==> src/rtl/jpc_fetch_ctrl.sv <==
// Fetch controller: sequences jpc_pc and a single-outstanding instruction-memory port,
// buffers one fetched word and hands it to decode over a valid/ready handshake.
module jpc_fetch_ctrl #(
  parameter logic [31:0] RESET_PC = 32'h0000_0000
) (
  input  logic        clk,
  input  logic        rst,
  input  logic [31:0] pc_I,
  output logic [31:0] next_pc_O,
  output logic        pc_enable_O,
  output logic        imem_req_O,
  output logic [31:0] imem_addr_O,
  input  logic        imem_gnt_I,
  input  logic        imem_rvalid_I,
  input  logic [31:0] imem_rdata_I,
  input  logic        redirect_I,
  input  logic [31:0] redirect_pc_I,
  input  logic        halt_I,
  output logic        instr_valid_O,
  output logic [31:0] instr_O,
  output logic [31:0] instr_pc_O,
  input  logic        instr_ready_I
);

  typedef enum logic [2:0] {
    S_INIT,
    S_REQ,
    S_WAIT,
    S_HOLD,
    S_DROP
  } state_e;

  state_e      state_q, state_d;
  logic [31:0] instr_q, instr_d;
  logic [31:0] instr_pc_q, instr_pc_d;
  logic        pc_enable;
  logic        imem_req;
  logic [31:0] next_pc;
  logic [31:0] redirect_target;

  assign redirect_target = redirect_pc_I & ~32'h3;

  always_comb begin
    state_d    = state_q;
    instr_d    = instr_q;
    instr_pc_d = instr_pc_q;
    pc_enable  = 1'b0;
    next_pc    = 32'h0;
    imem_req   = 1'b0;
    case (state_q)
      S_INIT: begin
        pc_enable = 1'b1;
        next_pc   = RESET_PC;
        state_d   = S_REQ;
      end
      S_REQ: begin
        imem_req = !halt_I && !redirect_I;
        if (redirect_I) begin
          pc_enable = 1'b1;
          next_pc   = redirect_target;
          // A grant seen alongside a redirect still produces a response; throw it away.
          if (imem_gnt_I) state_d = S_DROP;
        end else if (imem_req && imem_gnt_I) begin
          state_d = S_WAIT;
        end
      end
      S_WAIT: begin
        if (redirect_I) begin
          pc_enable = 1'b1;
          next_pc   = redirect_target;
          state_d   = imem_rvalid_I ? S_REQ : S_DROP;
        end else if (imem_rvalid_I) begin
          instr_d    = imem_rdata_I;
          instr_pc_d = pc_I;
          state_d    = S_HOLD;
        end
      end
      S_HOLD: begin
        if (redirect_I) begin
          pc_enable = 1'b1;
          next_pc   = redirect_target;
          state_d   = S_REQ;
        end else if (instr_ready_I) begin
          pc_enable = 1'b1;
          next_pc   = pc_I + 32'd4;
          state_d   = S_REQ;
        end
      end
      S_DROP: begin
        if (redirect_I) begin
          pc_enable = 1'b1;
          next_pc   = redirect_target;
        end
        if (imem_rvalid_I) state_d = S_REQ;
      end
      default: state_d = S_INIT;
    endcase
  end

  always_ff @(posedge clk) begin
    if (rst) begin
      state_q    <= S_INIT;
      instr_q    <= 32'h0;
      instr_pc_q <= 32'h0;
    end else begin
      state_q    <= state_d;
      instr_q    <= instr_d;
      instr_pc_q <= instr_pc_d;
    end
  end

  // Outputs are forced quiet for the whole reset window, including its first cycle.
  assign pc_enable_O   = pc_enable && !rst;
  assign next_pc_O     = rst ? 32'h0 : next_pc;
  assign imem_req_O    = imem_req && !rst;
  assign imem_addr_O   = pc_I;
  assign instr_valid_O = (state_q == S_HOLD) && !rst;
  assign instr_O       = rst ? 32'h0 : instr_q;
  assign instr_pc_O    = rst ? 32'h0 : instr_pc_q;

endmodule

==> config.mk <==
export PLATFORM = sky130hd
export DESIGN_NAME = jpc_fetch_ctrl
export DESIGN_NICKNAME = d
export VERILOG_FILES = /design/src/rtl/jpc_fetch_ctrl.sv
export SDC_FILE = /design/constraint.sdc
export NUM_CORES = 1
export LEC_CHECK = 0
export CAP_MARGIN = 40
export CORE_ASPECT_RATIO = 1.5
export CORE_MARGIN = 2
export CORE_UTILIZATION = 40
export DETAILED_ROUTE_END_ITERATION = 10
export DONT_BUFFER_PORTS = 1
export PLACE_DENSITY = 0.53
export SETUP_SLACK_MARGIN = 0.02
export SYNTH_ARGS = -nofsm -noshare
export SYNTH_HDL_FRONTEND = slang
export SYNTH_SLANG_ARGS = --single-unit
==> constraint.sdc <==
create_clock -name clk -period 3.5 [get_ports clk]
set_input_delay 0.525 -clock clk [delete_from_list [all_inputs] [get_ports clk]]
set_output_delay 0.525 -clock clk [all_outputs]
set_load 0.02 [all_outputs]
# Word-level counts from Yosys, hierarchy flattened
# Cells that the tools add are included.
[totals]
register_bits = 67
inputBits = 103
wordCells = 48
[classes]
n_addsub = 1
eq_ne = 9
muxes = 22
n_bitwise = 1
n_reduce_logical = 12
[op_table]
columns = ["op", "count"]
rows = [
  ["32-bit 2-to-1 mux", 6],
  ["32-bit one-hot mux with 2 select lines", 1],
  ["32-bit by 3-bit adder with 32-bit output (second input constant)", 1],
  ["3-bit 2-to-1 mux", 9],
  ["3-bit one-hot mux with 5 select lines", 1],
  ["3-bit inequality test (second input constant)", 4],
  ["3-bit by 2-bit equality test with 1-bit output (second input constant)", 2],
  ["1-bit logical AND", 5],
  ["5-bit AND reduction", 1],
  ["1-bit 2-to-1 mux", 4],
  ["3-bit by 1-bit equality test with 1-bit output (second input constant)", 1],
  ["3-bit equality test (second input constant)", 1],
  ["1-bit logical NOT", 3],
  ["3-bit logical NOT", 1],
  ["1-bit one-hot mux with 3 select lines", 1],
  ["3-bit AND reduction", 1],
  ["3-bit OR reduction", 1],
  ["2-bit inequality test (second input constant)", 1],
  ["1-bit NOT", 1],
]

# Longest topological paths before layout
[depth]
word_depth = 6
depth_mapped = 7
ltp_nobuf = 6

# Worst setup path after synthesis
# Ideal clock, no wire load.
[synth_path]
path_type = "input port to output port"
startpoint = "in pc_I[2]"
endpoint = "out next_pc_O[22]"
arrival_time_ps = 2204
path_slack_ps = 771
path_stages = 6
cell_sequence = "ha_1 -> nand3_1 -> or4_4 -> or3_1 -> xnor2_1 -> o21ai_1"
[synth_via]
elab_chain_len = 5
[synth_rtl]
columns = ["item", "line_no", "rtl"]
rows = [
  ["start, declared", "8", "input logic [31:0] pc_I,"],
  ["32-bit by 3-bit adder with 32-bit output", "85", "next_pc = pc_I + 32'd4;"],
  ["32-bit 2-to-1 mux", "83", "end else if (instr_ready_I) begin"],
  ["32-bit 2-to-1 mux", "79", "if (redirect_I) begin"],
  ["32-bit one-hot mux with 2 select lines", "50", "case (state_q)"],
  ["32-bit 2-to-1 mux", "114", "assign next_pc_O = rst ? 32'h0 : next_pc;"],
  ["end, declared", "9", "output logic [31:0] next_pc_O,"],
]
# No other way between the ends.

# Worst setup path after layout
# Same ends and word-level chain as after synthesis.

==> summary.txt <==
Routing
  • DR vias: 3,627
  • Vias per cell: 5.45
  • Starting DRT DRC Count: 150
  • Post-route ant nets: 0
  • Detailed Routing Iterations Pass 1: 5
  • Wire per inst: 16.4 um
  • Detailed-route DRC error count: 0
  • Final WL: 10.9 mm

Cells and area
  • Most common cell after layout, fill and taps aside: nand2_1
  • Layout cells sized above 1: 9.45%
  • Post-Layout Cell Count: 665
  • Layout Nets: 649
  • Post-route cell area: 4290 sq um
  • Syn-to-layout area delta: 7.19%
  • Most frequent cells in the layout: 163 x nand2_1, 71 x a21oi_1, 67 x dfxtp_1
  • Layout Utilization: 44.3%
  • Fillers: 1,035
  • Ant. Diodes: 0

GRT
  • Total global routing track utilization: 19.4%
  • Largest net degree at the start of global routing: 134
  • Met2 GRT Util: 33.2%
  • GR Util met3: 6.05%
  • GR peak layer: met2
  • GRT met1 Usage: 22.1%
  • Number of global-route vias before repair: 3,432
  • Initial antenna violation count: 0
  • First-pass GRT wire length: 16.9 mm
  • Total grt overflow: 0

Setup path
  • Critical Path Max Stage Delay: 0.55 ns
  • Setup crit end kind: output pin
  • Critical Path AT: 2.38 ns
  • Slowest stage cell, crit path: or4_4
  • WS Path Type: input port to output pin
  • Max FO, Critical Path: 7
  • Critical path, cell by cell: ha_1, nand3_1, or4_4, or3_1, xnor2_1, o21ai_1
  • Critical Path RT: 2.97 ns
  • Nature of the critical path startpoint: input port
  • Crit path buf inv count: 0
  • Delay-heaviest family, CP: simple AND/OR/NAND/NOR gates

Floorplanning
  • Num rows: 44
  • Io pins: 234
  • Starting density of the core: 41.3%
  • DIE HEIGHT: 127 um
  • Core area: 9690 sq um
  • Die area: 10,800 sq um
  • Die width: 85.7 um

STA
  • Final Hold Fails: 0
  • Final Setup Violations: 0
  • Max-slew violation total from the final report: 0
  • Setup TNS: 0 ns
  • Worst Max-Slew Pin Slew: 0.680 ns
  • Hold slack: 0.272 ns
  • Final Skew: 0.00618 ns
  • Fmax: 0.345 GHz
  • Period minus WS final: 2.90 ns
  • Period utilization: 82.9%
  • Final worst-path setup slack: 0.599 ns
  • Normalized max-slew margin: 54.3%
  • RSZ-0062 raised after global routing: false

Worst hold path
  • HP Class: input port to flip-flop

Synth
  • Syn. warnings: 0
  • Synth top area share: 33.5%
  • Largest area contributor in the netlist: dfxtp_1
  • Avg Inst Size Synth: 6.98 sq um
  • Post-Syn Nets: 678
  • Yosys cell types: 35
  • Cell area after synthesis: 4000 sq um
  • #FFs+latches synth: 67
  • Mapped Cells: 574
  • Seq/Total Area, Yosys: 33.5%
  • Synth area leaders: dfxtp_1 34%, nand2_1 15%, nor2b_1 10%

Placement
  • Post-DP HPWL: 7.65 mm
  • # port buffers: 0
  • Placed Instances: 649
  • Placer Congestion: 0.818
  • DP Area: 3990 sq um
  • Place WS: 0.600 ns

Clock tree
  • CTS clock-pin slew for the worst setup and hold paths: 0.06 ns
  • CTS sink cnt: 67
  • H-tree lvl count: 3
  • Gates resized, CTS repair: 0
  • Cts hold-fix bufs: 0
  • Post-CTS Setup Bufs: 0
  • TritonCTS Buffers: 9
  • CTS max path bufs: 2
  • CTS tree: done
  • Root Buffer: clkbuf_16
  • Clk Latency, worst-skew pair: 0.33 ns

Power
  • Pleak: 1.43 nW
  • Power consumption: 1.79 mW
  • Power Density: 416 nW/um^2
  • VDD IR max: 268 uV

Flow run
  • Max Cap Violations: 0

Status
  • Outcome: finished, final reports clean
## logic make-up (layout without fill, tap and decap cells)
group | after synthesis | in the layout | synth area share (%)
and+or+nand+nor | 298 | 298 | 36.3
AOI/OAI and AO/OA | 102 | 102 | 13.0
buffers and inverters | 76 | 52 | 10.2
DFF | 67 | 67 | 33.5
xor gates and xnor gates | 28 | 28 | 6.12
adders and majority gates | 2 | 2 | 0.562
muxes | 1 | 1 | 0.281
## worst reg2reg max path, stage by stage (launching register included)
cell and delay (ns):
dfxtp_1 0.57, nand2_1 0.18, or4_2 0.56, buf_4 0.35, nand2_1 0.19, a21oi_1 0.08
## report_power, final
part	internal [mW]	leakage, nW	switching, mW
Combinational	0.0414	0.741	0.0570
Sequential	0.767	0.540	0.00667
Clock	0.560	0.148	0.354
Total	1.37	1.43	0.418
## cell usage after synthesis
cell type,instances
buf_2,2
or4_4,1
a211oi_1,1
maj3_1,1
ha_1,1
o21a_1,1
inv_1,9
nor3_1,7
clkbuf_1,33
nor3b_1,1
dfxtp_1,67
o21ai_1,4
nand2_1,163
a21oi_1,71
or4_1,1
xnor2_1,12
nor4b_4,1
nor2b_1,66
buf_4,32
nor4_2,2
xor2_1,16
nand3_1,16
nor2_1,16
and4_1,3
nand4_1,9
nor4bb_1,1
or3_1,3
o21ai_0,22
mux2_2,1
a31oi_1,2
a22oi_1,1
nand3_2,1
and3_1,5
nand4_2,1
nor4b_2,1
## final cells by class
type	instances	area, sq um	share of cell area, %
repair buffers	27	203	4.72
well taps	115	144	3.35
flip-flops and latches	67	1340	31.3
clock inverters	6	73.8	1.72
clock buffers	10	229	5.34
multi-input cells	431	2270	52.8
inverters	9	33.8	0.787
## sequential cells by signal, indices dropped and copies added (netlist names)
name and count:
instr_pc_q 32, instr_q 32, state_q 3
## final timing paths
check | start | to | slack, ns | cells after the start
min reg2reg | instr_q[28] | instr_q[28] | 0.45 | 2
max reg2reg | state_q[1] | instr_pc_q[26] | 1.46 | 5
min | rst | instr_pc_q[2] | 0.27 | 1
max | pc_I[2] | next_pc_O[22] | 0.60 | 6
## metal layers
layer / up-vias / part of all wire [%] / wire length (um)
met3: 19 / 8.3 / 904
li1: 1786 / - / -
met4: 0 / 2.0 / 214
met2: 165 / 51 / 5510
met5: - / 0 / 0
met1: 1657 / 39 / 4250
Note: power is estimated with default switching activity, not from simulation.
